File: src/rtl/div_mini_pkg.sv
// Shared types and default widths for the iterative divider mini-block.
//   DW_DIVIDEND_DEF : default dividend/quotient width (also the iteration count)
//   DW_DIVISOR_DEF  : default divisor/remainder width
//   div_state_t     : controller states IDLE, BUSY, DONE
package div_mini_pkg;

  localparam int DW_DIVIDEND_DEF = 16;
  localparam int DW_DIVISOR_DEF  = 8;

  typedef enum logic [1:0] {
    IDLE = 2'd0,
    BUSY = 2'd1,
    DONE = 2'd2
  } div_state_t;

endpackage

File: src/rtl/div_step.sv
// Single combinational restoring-division step.
// Ports:
//   pr       in  DW_DIVISOR+1  current partial remainder
//   next_bit in  1             next dividend bit, shifted into the LSB of pr
//   divisor  in  DW_DIVISOR    unsigned divisor
//   pr_next  out DW_DIVISOR+1  partial remainder after the step
//   qbit     out 1             quotient bit produced by this step
module div_step
  import div_mini_pkg::*;
#(
  parameter int DW_DIVISOR = DW_DIVISOR_DEF
) (
  input  logic [DW_DIVISOR:0]   pr,
  input  logic                  next_bit,
  input  logic [DW_DIVISOR-1:0] divisor,
  output logic [DW_DIVISOR:0]   pr_next,
  output logic                  qbit
);

  logic [DW_DIVISOR:0] shifted;
  logic [DW_DIVISOR:0] dvsr_ext;

  // pr is always < divisor on entry, so the shifted value fits in RW+1 bits.
  always_comb begin
    shifted  = {pr[DW_DIVISOR-1:0], next_bit};
    dvsr_ext = {1'b0, divisor};
    qbit     = (shifted >= dvsr_ext);
    pr_next  = qbit ? (shifted - dvsr_ext) : shifted;
  end

endmodule

File: src/rtl/div_iterative_mini.sv
// Sequential restoring divider: 16-bit dividend / 8-bit divisor -> 16-bit
// quotient, 8-bit remainder, one quotient bit per cycle, valid/ready on both sides.
// Ports:
//   clk, rst_n           clock, asynchronous active-low reset
//   in_valid / in_ready  operand handshake (in_ready only in IDLE)
//   dividend, divisor    unsigned operands
//   out_valid / out_ready result handshake (result held while out_ready=0)
//   quotient, remainder  unsigned result
//   dbz                  divide-by-zero flag, qualified by out_valid
// Divide by zero falls out of the restoring loop: quotient all ones,
// remainder = dividend[RW-1:0].
// Optional macro DIV_EARLY_OUT_EN: when divisor==0 or dividend<divisor the
// result is loaded directly on the accept edge (latency 1 instead of DW_DIVIDEND+1).
module div_iterative_mini
  import div_mini_pkg::*;
#(
  parameter int DW_DIVIDEND = DW_DIVIDEND_DEF,
  parameter int DW_DIVISOR  = DW_DIVISOR_DEF
) (
  input  logic                   clk,
  input  logic                   rst_n,
  input  logic                   in_valid,
  output logic                   in_ready,
  input  logic [DW_DIVIDEND-1:0] dividend,
  input  logic [DW_DIVISOR-1:0]  divisor,
  output logic                   out_valid,
  input  logic                   out_ready,
  output logic [DW_DIVIDEND-1:0] quotient,
  output logic [DW_DIVISOR-1:0]  remainder,
  output logic                   dbz
);

  localparam int QW = DW_DIVIDEND;
  localparam int RW = DW_DIVISOR;
  localparam int CW = $clog2(QW + 1);

  div_state_t      state, state_next;
  logic [CW-1:0]   cnt;
  logic [QW-1:0]   dq;
  logic [RW:0]     pr;
  logic [RW-1:0]   dvsr;
  logic [RW:0]     pr_step;
  logic            qbit;
  logic            accept;
  logic            last_step;
  logic            early;

  assign accept    = in_valid && (state == IDLE);
  assign last_step = (state == BUSY) && (cnt == CW'(1));

`ifdef DIV_EARLY_OUT_EN
  // Trivial results need no iteration: quotient is 0 or all ones.
  assign early = (divisor == '0) || (dividend < {{(QW-RW){1'b0}}, divisor});
`else
  assign early = 1'b0;
`endif

  div_step #(
    .DW_DIVISOR (RW)
  ) u_step (
    .pr       (pr),
    .next_bit (dq[QW-1]),
    .divisor  (dvsr),
    .pr_next  (pr_step),
    .qbit     (qbit)
  );

  // State register
  always_ff @(posedge clk or negedge rst_n) begin
    if (!rst_n) state <= IDLE;
    else        state <= state_next;
  end

  // Next-state logic
  always_comb begin
    state_next = state;
    unique case (state)
      IDLE:    if (in_valid)  state_next = early ? DONE : BUSY;
      BUSY:    if (last_step) state_next = DONE;
      DONE:    if (out_ready) state_next = IDLE;
      default: state_next = IDLE;
    endcase
  end

  // Handshake outputs
  always_comb begin
    in_ready  = (state == IDLE);
    out_valid = (state == DONE);
  end

  // Control and result registers
  always_ff @(posedge clk or negedge rst_n) begin
    if (!rst_n) begin
      cnt       <= '0;
      quotient  <= '0;
      remainder <= '0;
      dbz       <= 1'b0;
    end else if (accept) begin
      cnt <= CW'(QW);
      dbz <= (divisor == '0);
`ifdef DIV_EARLY_OUT_EN
      if (early) begin
        quotient  <= (divisor == '0) ? '1 : '0;
        remainder <= dividend[RW-1:0];
      end
`endif
    end else if (state == BUSY) begin
      cnt <= cnt - CW'(1);
      if (last_step) begin
        quotient  <= {dq[QW-2:0], qbit};
        remainder <= pr_step[RW-1:0];
      end
    end
  end

  // Iteration datapath: dividend shifts out of dq while quotient bits shift in
  always_ff @(posedge clk) begin
    if (accept) begin
      dq   <= dividend;
      dvsr <= divisor;
      pr   <= '0;
    end else if (state == BUSY) begin
      dq <= {dq[QW-2:0], qbit};
      pr <= pr_step;
    end
  end

endmodule
File: config.mk
export PLATFORM = sky130hd
export DESIGN_NAME = div_iterative_mini
export DESIGN_NICKNAME = d
export VERILOG_FILES = /design/src/rtl/div_mini_pkg.sv /design/src/rtl/div_step.sv /design/src/rtl/div_iterative_mini.sv
export SDC_FILE = /design/constraint.sdc
export NUM_CORES = 1
export LEC_CHECK = 0
export BUFFER_PORTS_ARGS = -buffer_cell sky130_fd_sc_hd__buf_2
export CAP_MARGIN = 30
export CORE_MARGIN = 2
export CORE_UTILIZATION = 40
export DETAILED_ROUTE_END_ITERATION = 6
export SYNTH_ARGS = -nofsm -noshare
export SYNTH_HDL_FRONTEND = slang
export SYNTH_SLANG_ARGS = --single-unit
File: constraint.sdc
create_clock -name clk -period 6.3 [get_ports clk]
set_input_delay 1.26 -clock clk [delete_from_list [all_inputs] [get_ports clk]]
set_output_delay 1.26 -clock clk [all_outputs]
set_load 0.05 [all_outputs]
==> qor.csv, run 1 <==
metric,value,unit
status,completed,
critical_path.max_fanout,24,
relSlewSlack,35.01,%
worstPathRequired,6.39,ns
synth_common_cells,"107 x nand2_1, 32 x dfrtp_1, 24 x edfxtp_1",
crit_path_end_kind,flip-flop,
initial_core_util,41.40,%
power.leakage,1.740,nW
cts.path.max_buffers,2,
irDropWorstVdd,0.2093,mV
firstDrtPassIters,4,
crit_chain,buf_2 -> nand2_1 -> clkinv_1 -> nand2_1 -> nand2_1,
tritoncts,done,
synth_area_leaders,"dfrtp_1 27%, edfxtp_1 24%, nand2_1 13%",
yosys_warnings,0,
fp.coreArea,7253,um^2
cts_made_buffers,9,
async_flop_share,50.00,%
num_rows,31,
ctsHoldBuffers,0,
r2r_slack,3.76,ns
cts_setup_buffers,0,
fp.dieW,90.65,um
fp.dieArea,8217,um^2
rsz0062_at_grt,false,
placedCellCount,457,
grt_pass1_wl,11870,um
min_delay_path_depth,2,
seq_area,1682,um^2
hp-class,reg2reg,
ys_seq_elements,64,
layout-drive-gt1-share,20.32,%
pwr-share-seq,35.0,%
gp_congestion,0.8014,
slew_viol_final,0,
tns,0,ns
max_freq,324.1,MHz
stdcell_count,473,
cts_root_buf,clkbuf_8,
cts_sinks,64,
grt_max_degree,33,
r2r_cells,5,
routed_wl,6958,um
grt_antenna_before_repair,0,
multi_input_area,1211,um^2
maxCapViolations,0,
vias_per_cell,5.066,
num_antenna_cells,0,
crit_top_cell,nand2_1,
p_switching,936.5,uW
cpMaxStageDelayCell,clkinv_1,
intPower,1.222,mW
hp-start,quotient[14],
netlist_area,3003,um^2
synth-seq-area-share,56.00,%
hold-path-endpoint,quotient[14],
area_delta_synth_final,20.67,%
die_y,90.65,um
place_hpwl,4791,um
ant_nets,0,
path_clk_slew,0.08,ns
critical_path_class,in2reg,
worstSkewPairLatency,0.34,ns
synth_top_area_cell,dfrtp_1,
avgSynthCellArea,9.563,um^2
drtIter0Drc,108,
synth_cell_type_count,50,
syn-num-nets,353,
wl_per_cell,14.71,um
finalCriticalPeriod,3.086,ns
worstReg2RegStart,state[1],
finalCritPeriodShare,48.98,%
synth_edf_count,24,
p_clk_share,20.0,%
p_sw_share,43.39,%
grt_pass1_vias,2441,
num_vias,2396,
share_comb_of_total_power,45.1,%
critPathLaunchType,input pin,
grt.total_usage,18.36,%
drc,0,
finalSetupViolations,0,
synth_ff_type,dfrtp_1,
synth_top_area_share,26.67,%
post_cts_resized,0,
finClkSkew,0.005656,ns
syn_inst,314,
hold_viol,0,
critPathBufInv,2,
critPathArrivalTime,3.17,ns
fin_nets,408,
powerDensity,595.7,nW/um^2
worst_slew_pin_slew,0.9729,ns
overflow,0,
critPathTopFamily,buffers and inverters,
yosysMostFrequentCell,nand2_1,
htreeDepth,3,
reg2reg_to,dq[1],
ioPinCount,55,
max_stage_delay,0.88,ns
n_fill_cell,693,
port_buffers,54,
[state kept, by name, indices dropped and copies added, names as in the netlist]
name,flops
remainder,8
quotient,16
dq,16
dbz,1
dvsr,8
cnt,5
state,2
pr,8
[cell type report]
type | count | area share [%]
Clock buffer | 9 | 3.419
Clock inverter | 7 | 3.280
Inverter | 15 | 1.554
Multi-Input combinational cell | 221 | 33.43
Sequential cell | 64 | 46.41
Tap cell | 99 | 3.419
Timing Repair Buffer | 58 | 8.494
[how the worst max path moves through the flow]
stage	slack (ns)	cells past startpoint	startpoint	to
global route	2.99	5	in_valid	dq[15]
finish	3.21	5	in_valid	dq[1]
global placement	2.89	5	in_valid	dq[12]
floorplan	3.95	3	in_valid	dvsr[0]
detailed placement	2.83	5	in_valid	dq[1]
CTS	3.21	5	in_valid	dq[10]
[metrics by stage]
stage | util (%) | power, mW | worst slack [ns] | instance area [um^2] | hold slack [ns]
5_1_grt | 49.96 | 2.322 | 2.995 | 3623 | 0.5004
4_1_cts | 49.96 | 2.177 | 3.211 | 3623 | 0.4752
6_report | 49.96 | 2.159 | 3.214 | 3623 | 0.4721
2_1_floorplan | - | 1.493 | 3.951 | 3003 | 0.4406
3_3_place_gp | 46.30 | 1.716 | 2.893 | 3358 | 0.4549
3_5_place_dp | 46.61 | 1.738 | 2.832 | 3381 | 0.4577
[power by group through the flow]
| stage | logic (mW) | clock network [mW] | registers (mW) |
|---|---|---|---|
| 6_report | 0.973 | 0.431 | 0.755 |
| 5_1_grt | 1.08 | 0.460 | 0.780 |
| 4_1_cts | 0.980 | 0.441 | 0.755 |
| 3_5_place_dp | 0.977 | 0 | 0.760 |
| 3_3_place_gp | 0.958 | 0 | 0.759 |
| 2_1_floorplan | 0.513 | 0 | 0.980 |
[cells by family (layout without fill, tap and decap cells)]
| logic type | Yosys count | count (layout) | share of synthesized area, % |
|---|---|---|---|
| buffers and inverters | 29 | 89 | 3.666 |
| flip-flops | 64 | 64 | 56.00 |
| adder cells (fa/ha/maj) | 11 | 11 | 4.833 |
| AND/OR/NAND/NOR | 155 | 155 | 22.17 |
| XOR/XNOR | 3 | 3 | 0.8752 |
| multiplexers | 1 | 1 | 0.3750 |
| AO/OA/AOI/OAI | 51 | 51 | 12.08 |
[worst min-delay path, delay by kind of cell, from the launching register on]
kind	cells	cell delay, ns
flip-flops	1	0.34
AND/OR/NAND/NOR	2	0.10
[cell usage in the layout (no fill, tap or decap), drive strengths merged, types with 7 or more instances in the layout]
master / count
nand2: 107
buf: 58
dfrtp: 32
edfxtp: 24
inv: 15
nor2: 11
o21ai: 10
ha: 10
clkbuf: 9
nor3: 8
dfxtp: 8
a21oi: 7
and2: 7
[layer usage]
layer	global-route usage, %	up-vias	share of wire (%)
li1	-	1189	-
met1	23.51	1139	45
met2	30.04	66	50
met3	4.257	2	4.7
met4	7.436	0	0.47
met5	0	-	0
No activity file was read; power rests on OpenSTA's default activity.
==> run 2, diff against run 1 <==
clock period = 3 ns   (was 6.3 ns; I/O delays follow)
==> run 2 against run 1 <==
Net effect:
- critical path type is now reg2reg
- final area rose by 0.45%
- die area did not move
- sequential power rose by 110%
- largest cell class unchanged
- combinational power rose by 110%
==> qor.csv, run 2 (synthesis results as in run 1) <==
metric,value,unit
status,completed,
critPathArrivalTime,2.55,ns
placedCellCount,462,
mostFrequentLayoutCells,"107 x nand2_1, 54 x buf_2, 32 x dfrtp_1",
share_comb_of_total_power,46.1,%
hp-class,in2async,
irDropWorstVdd,0.4918,mV
worstSkewPairLatency,0.34,ns
overflow,0,
port_buffers,54,
critical_path.max_fanout,8,
vias_per_cell,5.031,
max_stage_delay,0.55,ns
finalSetupViolations,0,
rsz0062_at_grt,false,
met1_length,3034,um
r2r_slack,0.72,ns
num_antenna_cells,0,
p_switching,1.971,mW
tritoncts,done,
p_sw_share,43.79,%
post_cts_resized,0,
intPower,2.530,mW
crit_path_end_kind,flip-flop,
layout-drive-gt1-share,21.64,%
final.setup.worst_slack,0.7162,ns
critical_path_class,reg2reg,
num_vias,2405,
powerDensity,1237,nW/um^2
area_delta_synth_final,21.21,%
finish.utilization,50.18,%
crit_chain,inv_1 -> ha_1 -> a21o_1 -> a31o_2 -> o221ai_1 -> buf_4 -> nand3_1 -> a31oi_1,
finish.instance_area,3640,um^2
htreeDepth,3,
slew_viol_final,0,
hold_viol,0,
initial_core_util,41.40,%
seq_area,1682,um^2
top_layer,met4,
worst_slew_pin_slew,0.7658,ns
path_clk_slew,0.08,ns
fin_nets,413,
power.leakage,1.747,nW
worstPathRequired,3.26,ns
cts_root_buf,clkbuf_8,
cts.path.max_buffers,2,
routed-wl-met2,3229,um
stdcell_count,478,
fp.coreArea,7253,um^2
ioPinCount,55,
firstDrtPassIters,5,
mostFrequentLayoutCell,nand2_1,
finalCriticalPeriod,2.284,ns
wl_per_cell,14.06,um
finClkSkew,0.008443,ns
detailedPlace.worstSlack,0.7266,ns
grt_max_degree,33,
place_hpwl,4704,um
grt_pass1_vias,2361,
routed_wl,6723,um
cts_sinks,64,
n_fill_cell,689,
p_clk_share,18.8,%
maxCapViolations,0,
multi_input_area,1211,um^2
gp_congestion,0.8579,
max_freq,437.9,MHz
die_y,90.65,um
grt_antenna_before_repair,0,
grt.total_usage,17.55,%
drtIter0Drc,97,
reg_top3,"dq (16), quotient (16)",
cpMaxStageDelayCell,o221ai_1,
wl_met3,294,um
grt_pass1_wl,11290,um
num_rows,31,
fp.dieArea,8217,um^2
tns,0,ns
fp.dieW,90.65,um
cts_made_buffers,9,
placed_area,3411,um^2
drc,0,
pwr-share-seq,35.1,%
cts_setup_buffers,0,
finalCritPeriodShare,76.13,%
ant_nets,0,
critPathLaunchType,flip-flop,
relSlewSlack,48.95,%
ctsHoldBuffers,0,
## run 2: area by class of cell
class	count	share of cell area, %
Clock buffer	10	3.781
Clock inverter	6	2.509
Inverter	15	1.547
Multi-Input combinational cell	221	33.28
Sequential cell	64	46.20
Tap cell	99	3.403
Timing Repair Buffer	63	9.282
## run 2: worst paths after layout
check	start	to	cells after the start
max in group asynchronous	rst_n	cnt[3]	1
min in group clk	out_ready	state[1]	2
hold reg to reg	quotient[13]	quotient[13]	2
setup reg to reg	dvsr[4]	remainder[5]	8
setup / recovery	dvsr[4]	remainder[5]	8
hold / removal	rst_n	quotient[13]	1
## run 2: power groups by stage
stage	Combinational [mW]	Sequential, mW	Clock, mW
floorplan	1.08	2.06	0
global placement	2.06	1.59	0
global route	2.29	1.63	0.909
finish	2.07	1.58	0.847
CTS	2.09	1.59	0.865
detailed placement	2.08	1.60	0
## run 2: through the flow
stage | hold WS, ns | power (mW)
after floorplan | 0.3044 | 3.136
after global placement | 0.4557 | 3.651
after detailed placement | 0.4550 | 3.678
after CTS | 0.3486 | 4.540
after global routing | 0.3893 | 4.830
final | 0.3259 | 4.501
## run 2: critical path: cells and delay by family, from the launching register on
| kind | cells | cell delay, ns |
|---|---|---|
| simple gates | 1 | 0.07 |
| fa+ha+maj | 1 | 0.32 |
| flops | 1 | 0.33 |
| buf+inv | 2 | 0.30 |
| compound gates | 4 | 1.17 |
## run 2: per-layer routing
| metal | GRT usage (%) | vias up |
|---|---|---|
| met5 | 0 | - |
| met4 | 8.462 | 0 |
| met3 | 5.008 | 10 |
| met2 | 27.74 | 57 |
| met1 | 22.13 | 1133 |
| li1 | - | 1205 |
